## src/rtl/poly_mult_pkg.sv

```systemverilog
// Shared constants and state encoding for the polynomial multiplier host-side sequencer.
package poly_mult_pkg;

    localparam int CW   = 4;
    localparam int NA   = 2;
    localparam int NB   = 4;
    localparam int NW   = 4;
    localparam int NOPS = NA + NB;

    typedef enum logic [1:0] {
        LOAD  = 2'd0,
        RUN   = 2'd1,
        DRAIN = 2'd2
    } state_t;

endpackage

```

## src/rtl/poly_result_serializer.sv

```systemverilog
// Streams the four latched multiplier results out one beat at a time over a valid/ready port.
module poly_result_serializer #(
    parameter int CW = poly_mult_pkg::CW
) (
    input  logic                              clk,
    input  logic                              reset,
    input  logic                              i_load,
    input  logic [CW-1:0]                     i_first,
    input  logic [poly_mult_pkg::NW*CW-1:0]   i_result,
    input  logic                              i_out_ready,
    output logic                              o_out_valid,
    output logic [CW-1:0]                     o_out_coeff,
    output logic                              o_out_last,
    output logic                              o_done
);
    import poly_mult_pkg::*;

    localparam int IW = $clog2(NW);
    localparam logic [IW-1:0] IDX_LAST = IW'(NW - 1);

    logic [IW-1:0] r_idx;
    logic          r_valid;
    logic          r_last;
    logic [CW-1:0] r_coeff;

    logic          w_take;
    logic [IW-1:0] w_idx_nxt;

    assign w_take    = r_valid && i_out_ready;
    assign w_idx_nxt = r_idx + IW'(1);
    assign o_done    = w_take && r_last;

    // i_first bypasses the latch so w0 is presented on the cycle right after capture.
    always_ff @(posedge clk or negedge reset) begin
        if (!reset) begin
            r_idx   <= '0;
            r_valid <= 1'b0;
            r_last  <= 1'b0;
            r_coeff <= '0;
        end else if (i_load) begin
            r_idx   <= '0;
            r_valid <= 1'b1;
            r_last  <= 1'b0;
            r_coeff <= i_first;
        end else if (w_take) begin
            if (r_last) begin
                r_valid <= 1'b0;
                r_last  <= 1'b0;
            end else begin
                r_idx   <= w_idx_nxt;
                r_coeff <= i_result[w_idx_nxt*CW +: CW];
                r_last  <= (w_idx_nxt == IDX_LAST);
            end
        end
    end

    assign o_out_valid = r_valid;
    assign o_out_coeff = r_coeff;
    assign o_out_last  = r_last;

endmodule

```

## src/rtl/poly_mult_io_sequencer.sv

```systemverilog
// Host-side sequencer: loads six operand coefficients, runs the multiplier for a fixed
// latency, then streams the four result coefficients back out.
module poly_mult_io_sequencer #(
    parameter int CW           = poly_mult_pkg::CW,
    parameter int MULT_LATENCY = 8
) (
    input  logic          clk,
    input  logic          reset,
    input  logic          in_valid,
    output logic          in_ready,
    input  logic [CW-1:0] in_coeff,
    output logic          out_valid,
    input  logic          out_ready,
    output logic [CW-1:0] out_coeff,
    output logic          out_last,
    output logic          busy,
    output logic          mult_reset,
    output logic [CW-1:0] data0,
    output logic [CW-1:0] data1,
    output logic [CW-1:0] ddata0,
    output logic [CW-1:0] ddata1,
    output logic [CW-1:0] ddata2,
    output logic [CW-1:0] ddata3,
    input  logic [CW-1:0] w0,
    input  logic [CW-1:0] w1,
    input  logic [CW-1:0] w2,
    input  logic [CW-1:0] w3,
    output logic [1:0]    dbg_state
);
    import poly_mult_pkg::*;

    // Both ports use valid/ready: a beat transfers on a rising edge where valid and ready are
    // both high; valid never waits on ready, and a stalled output beat holds its data.

    localparam logic [7:0] LAT_LAST  = 8'(MULT_LATENCY - 1);
    localparam logic [2:0] BEAT_LAST = 3'(NOPS - 1);

    state_t                   r_state;
    state_t                   w_state_nxt;
    logic [2:0]               r_beat;
    logic [7:0]               r_lat;
    logic                     r_in_ready;
    logic                     r_busy;
    logic                     r_mult_reset;
    logic [NOPS-1:0][CW-1:0]  r_ops;
    logic [NW*CW-1:0]         r_result;

    logic w_accept;
    logic w_last_beat;
    logic w_run_done;
    logic w_drain_done;
    logic w_in_ready_nxt;
    logic w_busy_nxt;
    logic w_mult_reset_nxt;

    assign w_accept    = in_valid && r_in_ready;
    assign w_last_beat = w_accept && (r_beat == BEAT_LAST);
    assign w_run_done  = (r_state == RUN) && (r_lat == LAT_LAST);

    always_comb begin
        w_state_nxt      = r_state;
        w_in_ready_nxt   = r_in_ready;
        w_busy_nxt       = r_busy;
        w_mult_reset_nxt = r_mult_reset;
        case (r_state)
            LOAD: begin
                if (w_last_beat) begin
                    w_state_nxt      = RUN;
                    w_in_ready_nxt   = 1'b0;
                    w_busy_nxt       = 1'b1;
                    w_mult_reset_nxt = 1'b0;
                end
            end
            RUN: begin
                if (w_run_done) begin
                    w_state_nxt      = DRAIN;
                    w_mult_reset_nxt = 1'b1;
                end
            end
            DRAIN: begin
                if (w_drain_done) begin
                    w_state_nxt    = LOAD;
                    w_in_ready_nxt = 1'b1;
                    w_busy_nxt     = 1'b0;
                end
            end
            default: begin
                w_state_nxt      = LOAD;
                w_in_ready_nxt   = 1'b1;
                w_busy_nxt       = 1'b0;
                w_mult_reset_nxt = 1'b1;
            end
        endcase
    end

    always_ff @(posedge clk or negedge reset) begin
        if (!reset) begin
            r_state      <= LOAD;
            r_in_ready   <= 1'b1;
            r_busy       <= 1'b0;
            r_mult_reset <= 1'b1;
        end else begin
            r_state      <= w_state_nxt;
            r_in_ready   <= w_in_ready_nxt;
            r_busy       <= w_busy_nxt;
            r_mult_reset <= w_mult_reset_nxt;
        end
    end

    // r_lat is left at zero whenever RUN ends, so each run starts counting from a clean value.
    always_ff @(posedge clk or negedge reset) begin
        if (!reset) begin
            r_beat   <= '0;
            r_lat    <= '0;
            r_ops    <= '0;
            r_result <= '0;
        end else begin
            if (w_accept) begin
                r_ops[r_beat] <= in_coeff;
                r_beat        <= w_last_beat ? 3'd0 : r_beat + 3'd1;
            end
            if (r_state == RUN) begin
                r_lat <= w_run_done ? 8'd0 : r_lat + 8'd1;
            end
            if (w_run_done) begin
                r_result <= {w3, w2, w1, w0};
            end
        end
    end

    poly_result_serializer #(
        .CW (CW)
    ) u_serializer (
        .clk         (clk),
        .reset       (reset),
        .i_load      (w_run_done),
        .i_first     (w0),
        .i_result    (r_result),
        .i_out_ready (out_ready),
        .o_out_valid (out_valid),
        .o_out_coeff (out_coeff),
        .o_out_last  (out_last),
        .o_done      (w_drain_done)
    );

    assign in_ready   = r_in_ready;
    assign busy       = r_busy;
    assign mult_reset = r_mult_reset;
    assign data0      = r_ops[0];
    assign data1      = r_ops[1];
    assign ddata0     = r_ops[2];
    assign ddata1     = r_ops[3];
    assign ddata2     = r_ops[4];
    assign ddata3     = r_ops[5];
    assign dbg_state  = r_state;

endmodule

```

## config.mk

```make
export PLATFORM = sky130hd
export DESIGN_NAME = poly_mult_io_sequencer
export DESIGN_NICKNAME = d
export VERILOG_FILES = /design/src/rtl/poly_mult_pkg.sv /design/src/rtl/poly_result_serializer.sv /design/src/rtl/poly_mult_io_sequencer.sv
export SDC_FILE = /design/constraint.sdc
export NUM_CORES = 1
export LEC_CHECK = 0
export BUFFER_PORTS_ARGS = -buffer_cell sky130_fd_sc_hd__buf_2
export CAP_MARGIN = 40
export CORE_UTILIZATION = 45
export DETAILED_ROUTE_END_ITERATION = 8
export GPL_TIMING_DRIVEN = 0
export PLACE_DENSITY_LB_ADDON = 0.25
export SLEW_MARGIN = 25
export SYNTH_ARGS = -nofsm -noshare
export SYNTH_HDL_FRONTEND = slang
export SYNTH_HIERARCHICAL = 1
export SYNTH_SLANG_ARGS = --single-unit
export TNS_END_PERCENT = 20
```

## constraint.sdc

```tcl
create_clock -name clk -period 1.7 [get_ports clk]
set_input_delay 0.17 -clock clk [delete_from_list [all_inputs] [get_ports clk]]
set_output_delay 0.17 -clock clk [all_outputs]
set_load 0.01 [all_outputs]
```

==> impl_metrics.csv <==
group,metric,value,unit
clock_tree,insertion_delay,350,ps
yosys,synthCells,208,
finish,final_common_cell,"dfrtp_1",
setup_path,setup.worst_path.class,"reg -> reg",
sta,max_clock_freq,0.6023,GHz
setup_path,start_kind,"flip-flop",
yosys,syn-num-nets,236,
clock_tree,clk_pin_slew,70,ps
setup_path,crit_start,"r_lat[1]$_DFFE_PN0P_",
clock_tree,cts_tree,"yes",
floorplanning,die_height,80.74,µm
clock_tree,cts.sinks,64,
setup_path,path_depth,9,
routing,first_iter_violations,126,
yosys,yosysWarningCount,6,
setup_path,crit_buf_inv,3,
sta,layout_min_cycle_time,1660,ps
clock_tree,numCtsBuffers,9,
routing,wl_per_cell,15.06,µm
setup_path,crit_chain,"ha_4, nand4bb_1, nor4_4, nand2_4, buf_12, clkinv_8, buf_8, and2b_2, a21oi_1",
setup_path,critPathMaxFanout,10,
sta,finalCritPeriodShare,0.9767,
sta,hold_ws,47.36,ps
finish,fin_nets,315,
finish,final_util,0.5962,
setup_path,path_delay_family,"simple AND/OR/NAND/NOR gates",
setup_path,cp-end-kind,"flip-flop",
global_routing,antenna_found_initial,0,
yosys,mappedNetlistArea,2790,µm²
setup_path,reg2reg_from,"r_lat[1]$_DFFE_PN0P_",
sta,setup_viol,0,
sta,finalSetupTns,0,ps
global_routing,track_usage,0.1879,
global_routing,grt_max_degree,53,
floorplanning,io_pins,59,
setup_path,r2r_slack,40,ps
floorplanning,start_util,0.4685,
clock_tree,root_buffer,"clkbuf_8",
setup_path,reg2reg_depth,9,
yosys,ys_seq_area_frac,0.5749,
sta,hold_viol_final,0,
clock_tree,clockBufferDepth,2,
yosys,syn_avg_cell_area,13.41,µm²
yosys,ys_ff_latch,64,
finish,final_cell_mix,"62 x dfrtp_1, 57 x buf_2, 32 x mux2_2",
clock_tree,htreeDepth,3,
global_routing,grt_pass1_wl,8714,µm
place,hpwlAfterDp,3688,µm
setup_path,worstPathArrival,1890,ps
status,status,"finished, final reports clean",
finish,n_antenna_cell,0,
setup_path,crit_end,"u_serializer/o_out_coeff[2]$_DFFE_PN0P_",
place,place.gp.congestion,0.7352,
finish,layoutNonFillerInstCount,367,
place,dpl_cell_area,3217,µm²
sta,clock_skew,6.483,ps
floorplanning,die_w,80.74,µm
routing,wirelength,5528,µm
setup_path,crit_slowest_cell,"dfrtp_1",
run,drv_cap,0,
setup_path,max_stage_delay,390,ps
floorplanning,design.core.area,5956,µm²
sta,grt_setup_unrepaired,"true",
floorplanning,die_area,6519,µm²
finish,stdcell_area,3551,µm²
finish,drive_above_1_share,0.4966,
place,port-buffer-count,58,
yosys,synth_cell_type_count,34,
global_routing,global_route.overflow_total,0,
pwr,powerDensity,1518,nW/µm²
setup_path,critical_path_required,1930,ps
floorplanning,std_cell_rows,28,
routing,first_pass_iters,4,
routing,via_per_inst,5.106,
routing,ant_nets,0,
routing,via_count,1874,
hold_path,hold_path.class,"in -> reg",
setup_path,r2r_end,"u_serializer/o_out_coeff[2]$_DFFE_PN0P_",
sta,drv_slew,0,
place,dpl.cell_count,342,
global_routing,first_global_vias,1878,
pwr,leakagePower,1.771,nW
pwr,max-vdd-ir-drop,784.5,µV
routing,drc,0,
sta,relSlewSlack,0.7393,
sta,tightest_slew,388.9,ps
finish,syn2layout_area_growth,27.26,%
worst register-to-register path, delay by kind of cell, from the launching register on:
family	cells	cell delay, ps
simple gates	4	630
compound gates	1	40
flops	1	390
fa+ha+maj	1	160
buf+inv	3	330
through the flow:
stage	power [mW]	worst slack, ps
detailed placement	3.897	-322.0
global placement	3.807	-316.9
CTS	5.393	-70.90
finish	5.391	39.62
floorplan	3.315	-61.65
global route	5.752	-51.34
area by class of cell:
class,count,area (µm²)
multi-input combinational,135,1169
tap,75,93.84
clock buffer,10,127.6
fill,508,2405
buffer,5,55.05
inverter,4,27.53
sequential,64,1604
timing repair buffer,68,390.4
clock inverter,6,83.83
cell families (layout without fill, tap and decap cells):
kind of cell    Yosys count  in the layout  synth area share
buf+inv                   9             93           0.01883
flops                    64             64            0.5749
mux                      45             45            0.2081
compound gates           25             25           0.05067
xor+xnor                  5              5           0.01569
simple gates             56             56            0.1139
fa+ha+maj                 4              4           0.01794
report_power, final:
| part | internal, mW | leakage [nW] | total (mW) | switching [mW] |
|---|---|---|---|---|
| Combinational | 0.902 | 0.855 | 1.62 | 0.718 |
| Clock | 0.820 | 0.110 | 1.41 | 0.595 |
| Sequential | 2.01 | 0.807 | 2.36 | 0.345 |
state kept, by name (all words and copies together) (netlist names), 2 cells and up:
| signal | cells |
|---|---|
| r_lat | 8 |
| r_beat | 3 |
| r_result | 16 |
| data0 | 4 |
| dbg_state | 2 |
| ddata3 | 4 |
| u_serializer/o_out_coeff | 4 |
| ddata2 | 4 |
| u_serializer/r_idx | 2 |
| data1 | 4 |
| ddata0 | 4 |
| ddata1 | 4 |
worst min-delay path by stage:
stage	endpoint	slack, ps	cells after the start	startpoint
floorplan	busy$_DFFE_PN0P_	-130	0	reset
global placement	r_result[5]$_DFFE_PN0N_	400	2	w1[1]
detailed placement	busy$_DFFE_PN0P_	40	1	reset
CTS	r_result[8]$_DFFE_PN0N_	30	2	w2[0]
global route	r_result[6]$_DFFE_PN0N_	30	2	w1[2]
finish	r_result[10]$_DFFE_PN0N_	50	2	w2[2]
Yosys cell counts, drive strengths merged:
library cell,count,share of area
dfrtp,62,0.56
mux2,40,0.17
nand2,20,0.030
a21oi,12,0.022
nand3,6,0.011
o21ai,6,0.011
nand2b,5,0.011
nor2,5,0.0067
xnor2,5,0.016
and2b,4,0.013
ha,4,0.018
inv,4,0.0054
mux4,4,0.032
nor3,4,0.0072
buf,3,0.011
a21o,2,0.0054
and3,2,0.0045
clkbuf,2,0.0027
dfstp,2,0.019
nand4,2,0.0045
o21a,2,0.0054
o22ai,2,0.0045
or3,2,0.0045
and3b,1,0.0031
mux2i,1,0.0036
nand3b,1,0.0027
nand4bb,1,0.0040
nor2b,1,0.0022
nor4,1,0.0076
o22a,1,0.0031
or4,1,0.0027
layer usage:
layer | vias up | share of wire | track usage
met5 | - | 0 | 0
met4 | 0 | 0.032 | 0.1179
met3 | 13 | 0.041 | 0.05843
met2 | 43 | 0.50 | 0.2992
met1 | 917 | 0.43 | 0.2215
li1 | 901 | - | -
what timing repair did:
action                                  in CTS  in global routing
hold buffers                                 1                  0
endpoints found under the setup margin      37                 32
endpoints found under the hold margin       63                  0
gates resized for setup                      6                  7
gates cloned                                 0                  0
pin swaps                                    2                  4
buffers inserted                             4                  4
Note: power is estimated with default switching activity, not from simulation.
